## src/rtl/bit_serial_subtractor_pkg.sv

```systemverilog
// Shared types and defaults for the bit-serial subtractor: FSM state encoding
// and the default operand width.
package bit_serial_subtractor_pkg;

  localparam int WIDTH_DEFAULT = 8;

  // 2'd3 is unused; the FSM recovers from it to S_IDLE.
  typedef enum logic [1:0] {
    S_IDLE = 2'd0,
    S_RUN  = 2'd1,
    S_DONE = 2'd2
  } state_t;

endpackage

```

## src/rtl/bit_serial_subtractor_one_bit.sv

```systemverilog
// One-bit full-subtractor cell: diff = a ^ b ^ b_in, with borrow out.
module one_bit_subtractor (
  input  logic a,
  input  logic b,
  input  logic b_in,
  output logic diff,
  output logic b_out
);

  assign diff  = a ^ b ^ b_in;
  assign b_out = (~a & b) | (~(a ^ b) & b_in);

endmodule

```

## src/rtl/bit_serial_subtractor.sv

```systemverilog
// Bit-serial two's-complement subtractor (a - b - b_in, LSB first, WIDTH cycles).
// Optional signed-overflow output enabled by defining SERIAL_SUB_OVF_EN.
module bit_serial_subtractor
  import bit_serial_subtractor_pkg::*;
#(
  parameter int WIDTH = WIDTH_DEFAULT
) (
`ifdef SERIAL_SUB_OVF_EN
  output logic             ovf,
`endif
  input  logic             clk,
  input  logic             rst_n,
  input  logic             start_valid,
  output logic             start_ready,
  input  logic [WIDTH-1:0] a,
  input  logic [WIDTH-1:0] b,
  input  logic             b_in,
  output logic             done_valid,
  input  logic             done_ready,
  output logic [WIDTH-1:0] diff,
  output logic             b_out
);

  localparam int CW = $clog2(WIDTH);
  localparam logic [CW-1:0] CNT_LAST = CW'(WIDTH - 1);

  state_t           state_q, state_d;
  logic [WIDTH-1:0] a_sh_q, a_sh_d;
  logic [WIDTH-1:0] b_sh_q, b_sh_d;
  logic [WIDTH-1:0] res_sh_q, res_sh_d;
  logic             brw_q, brw_d;
  logic [CW-1:0]    cnt_q, cnt_d;
`ifdef SERIAL_SUB_OVF_EN
  logic             sbrw_q, sbrw_d;
`endif

  logic cell_d, cell_bo;

  one_bit_subtractor u_cell (
    .a     (a_sh_q[0]),
    .b     (b_sh_q[0]),
    .b_in  (brw_q),
    .diff  (cell_d),
    .b_out (cell_bo)
  );

  always_comb begin
    state_d  = state_q;
    a_sh_d   = a_sh_q;
    b_sh_d   = b_sh_q;
    res_sh_d = res_sh_q;
    brw_d    = brw_q;
    cnt_d    = cnt_q;
`ifdef SERIAL_SUB_OVF_EN
    sbrw_d   = sbrw_q;
`endif
    case (state_q)
      S_IDLE: begin
        if (start_valid) begin
          a_sh_d  = a;
          b_sh_d  = b;
          brw_d   = b_in;
          cnt_d   = '0;
          state_d = S_RUN;
        end
      end
      S_RUN: begin
        a_sh_d   = a_sh_q >> 1;
        b_sh_d   = b_sh_q >> 1;
        res_sh_d = {cell_d, res_sh_q[WIDTH-1:1]};
        brw_d    = cell_bo;
        cnt_d    = cnt_q + CW'(1);
        if (cnt_q == CNT_LAST) begin
`ifdef SERIAL_SUB_OVF_EN
          // Borrow entering the sign-bit cell, for the overflow test.
          sbrw_d  = brw_q;
`endif
          state_d = S_DONE;
        end
      end
      S_DONE: begin
        if (done_ready) state_d = S_IDLE;
      end
      default: state_d = S_IDLE;
    endcase
  end

  always_ff @(posedge clk or negedge rst_n) begin
    if (!rst_n) begin
      state_q  <= S_IDLE;
      a_sh_q   <= '0;
      b_sh_q   <= '0;
      res_sh_q <= '0;
      brw_q    <= 1'b0;
      cnt_q    <= '0;
`ifdef SERIAL_SUB_OVF_EN
      sbrw_q   <= 1'b0;
`endif
    end else begin
      state_q  <= state_d;
      a_sh_q   <= a_sh_d;
      b_sh_q   <= b_sh_d;
      res_sh_q <= res_sh_d;
      brw_q    <= brw_d;
      cnt_q    <= cnt_d;
`ifdef SERIAL_SUB_OVF_EN
      sbrw_q   <= sbrw_d;
`endif
    end
  end

  assign start_ready = (state_q == S_IDLE);
  assign done_valid  = (state_q == S_DONE);
  assign diff        = res_sh_q;
  assign b_out       = brw_q;
`ifdef SERIAL_SUB_OVF_EN
  assign ovf         = sbrw_q ^ brw_q;
`endif

endmodule

```

## config.mk

```make
export PLATFORM = sky130hd
export DESIGN_NAME = bit_serial_subtractor
export DESIGN_NICKNAME = d
export VERILOG_FILES = /design/src/rtl/bit_serial_subtractor_pkg.sv /design/src/rtl/bit_serial_subtractor_one_bit.sv /design/src/rtl/bit_serial_subtractor.sv
export SDC_FILE = /design/constraint.sdc
export NUM_CORES = 1
export LEC_CHECK = 0
export CORE_MARGIN = 4
export CORE_UTILIZATION = 53
export DETAILED_ROUTE_END_ITERATION = 7
export GPL_TIMING_DRIVEN = 1
export PLACE_DENSITY = 0.95
export SYNTH_ARGS = -nofsm -noshare
export SYNTH_HDL_FRONTEND = slang
export SYNTH_SLANG_ARGS = --single-unit
```

## constraint.sdc

```tcl
create_clock -name clk -period 2.9 [get_ports clk]
set_input_delay 0.58 -clock clk [delete_from_list [all_inputs] [get_ports clk]]
set_output_delay 0.58 -clock clk [all_outputs]
set_load 0.02 [all_outputs]
```

==> impl_metrics.py <==
metrics = {
    "floorplanning": {
        "die_w_um": 60.65,
        "die_h_um": 60.65,
        "dieArea_mm2": 0.003678,
        "io_pins": 32,
        "start_util": 0.5721,
        "core_area_mm2": 0.002567,
        "rows": 18,
    },
    "clock_network": {
        "postCtsSetupBuffers": 0,
        "cts-hold-fix-buffers": 0,
        "cts_num_sinks": 30,
        "clk_latency_ps": 330,
        "cts-buffers-inserted": 5,
        "cts_tree": "built",
        "cts-root-buf": "clkbuf_4",
        "clockBufferDepth": 2,
        "htree_levels": 2,
        "cts_resized": 0,
        "clk_pin_slew_worst_paths_ps": 90,
    },
    "min_path": {
        "holdCritPathClass": "reg2reg",
    },
    "final_layout": {
        "area_growth_syn_to_layout_pct": 24.02,
        "antenna_cells": 0,
        "nets": 171,
        "postLayoutCellArea_mm2": 0.001822,
        "drive_gt1_frac": 0.1701,
    },
    "yosys": {
        "ys_seq_area_frac": 0.5111,
        "synth_area_mm2": 0.001469,
        "yosysWarnings": 0,
        "synth_top_area_frac": 0.5111,
        "synthesis.instances": 117,
        "postSynthAreaPerCell_um2": 12.55,
        "ys.flop_type": "dfrtp_1",
        "yosys.area.top_type": "dfrtp_1",
        "async_reset_ff_frac": 1.000,
        "synth_edf_count": 0,
        "synthTopCellsByArea": "dfrtp_1 (51%), o221a_2 (5.4%), or4b_1 (4.8%), nor3b_1 (4.6%), nor4b_1 (4.2%)",
        "synth.distinct_cells": 26,
        "syn_nets": 141,
        "ys_seq_elements": 30,
    },
    "power_and_ir_drop": {
        "leakage_nw": 0.7768,
        "power_density_mw_per_mm2": 1027,
        "peakVddDrop_uv": 859.5,
    },
    "timing": {
        "fin_crit_ps": 2180,
        "timing.fmax_ghz": 0.4588,
        "maxSlewHeadroom": 0.5843,
        "rsz0062_at_grt": "no",
        "tns_ps": 0,
        "finalMaxSlewViolations": 0,
        "skew_ps": 5.000,
        "setup_viol_count_final": 0,
        "fin_crit_sh": 0.7516,
        "final_hold_viol_count": 0,
        "tightest_slew_ps": 621.6,
    },
    "worst_setup_path": {
        "crit_required_ps": 2320,
        "arrival_ps": 1600,
        "cp-end-kind": "output port",
        "ff2ff_setup_slack_ps": 1170,
        "criticalPathCategory": "reg2out",
        "cp_max_fo": 5,
        "worst_setup_path_start_kind": "register",
    },
    "drt": {
        "first_pass_iters": 4,
        "totalWireLength_um": 2979,
        "drtIter0Drc": 55,
        "vias_per_cell": 5.893,
        "drc": 0,
        "vias": 1043,
        "wire_per_inst_um": 16.83,
        "drtAntennaViolNets": 0,
    },
    "global_route": {
        "grt_pass1_wl_um": 5119,
        "first_global_vias": 1108,
        "grt_usage": 0.1940,
        "grt.overflow.total": 0,
        "grt_max_degree": 31,
        "antenna_found_initial": 0,
    },
    "placement": {
        "port_buffers": 31,
        "place_area_mm2": 0.001774,
        "routabilityCongestion": 0.7979,
        "place_hpwl_um": 2048,
    },
    "outcome": {
        "run_status": "completed",
    },
    "job": {
        "drv_cap": 0,
    },
}
==> per-layer routing <==
metal / GRT usage / part of all wire
met1: 0.2452 / 0.46
met2: 0.3023 / 0.46
met3: 0.07660 / 0.069
met4: 0.07121 / 0.012
met5: 0 / 0
==> state kept, by name, indices dropped and copies added, names as in the netlist <==
signal and count:
a_sh_q 8, b_sh_q 8, cnt_q 3, state_q 2
diff 8, b_out 1
==> power by group <==
group          switching (W)  internal, W  leakage, nW
clock               0.000141    0.0000869       0.0308
sequential          0.000133     0.000623        0.351
combinational       0.000417     0.000469        0.395
==> cell usage after synthesis (2+ instances only) <==
cell type,count
nor4bb_1,2
nand2b_1,3
buf_6,2
mux2_2,5
clkbuf_1,2
mux2_1,3
nor2b_1,2
dfrtp_1,30
o221a_2,7
buf_2,7
a22o_1,3
nor3b_1,9
nor4b_1,7
or4b_1,7
a211oi_1,7
inv_1,9
ha_1,2
a211o_1,2
==> cells in the final DEF, fill, tap and decap left out, drive strengths merged, types with 5 or more instances in the layout <==
| cell | instances |
|---|---|
| nor3b | 9 |
| mux2 | 8 |
| o221a | 7 |
| or4b | 7 |
| dfrtp | 30 |
| clkbuf | 5 |
| clkdlybuf4s50 | 31 |
| a211oi | 7 |
| nor4b | 7 |
| inv | 9 |
==> final cells by class <==
| type | instances | area [um2] |
|---|---|---|
| multi-input combinational | 67 | 619.3 |
| sequential | 30 | 750.7 |
| fill | 206 | 745.7 |
| timing repair buffer | 34 | 332.8 |
| tap | 30 | 37.54 |
| clock inverter | 2 | 10.01 |
| clock buffer | 5 | 37.54 |
| inverter | 9 | 33.78 |
==> critical path: stages, from the launching register on <==
cell,delay [ps]
dfrtp_1,430
nor2_1,190
clkdlybuf4s50_1,650
==> cells by family (layout without fill, tap and decap cells) <==
| kind of cell | count (synthesis) | in the layout | share of synthesized area |
|---|---|---|---|
| flops | 30 | 30 | 0.5111 |
| mux | 9 | 9 | 0.06814 |
| simple gates | 32 | 32 | 0.1789 |
| compound gates | 23 | 23 | 0.1440 |
| fa+ha+maj | 3 | 3 | 0.03066 |
| buf+inv | 20 | 50 | 0.06729 |
==> final timing paths <==
path	start	to	cells after the start
setup / recovery	state_q[0]$_DFFE_PN0P_	start_ready	2
min in group asynchronous	rst_n	state_q[1]$_DFFE_PN0P_	2
hold reg to reg	cnt_q[0]$_DFFE_PN0P_	cnt_q[0]$_DFFE_PN0P_	1
setup reg to reg	state_q[1]$_DFFE_PN0P_	diff[2]$_DFFE_PN0N_	3
max in group asynchronous	rst_n	b_out$_DFFE_PN0P_	2
hold / removal	cnt_q[0]$_DFFE_PN0P_	cnt_q[0]$_DFFE_PN0P_	1
==> metrics by stage <==
stage	worst slack (ps)	hold WS [ps]	total power, W	util	cells
final	720.4	502.6	0.001870	0.7096	177
after floorplan	1411	284.4	0.001373	-	117
after detailed placement	704.4	480.8	0.001652	0.6910	170
after global routing	630.0	530.9	0.002014	0.7096	177
after global placement	770.0	484.2	0.001594	0.6910	170
after CTS	706.5	501.9	0.001882	0.7096	177
No activity file was read; power rests on OpenSTA's default activity.
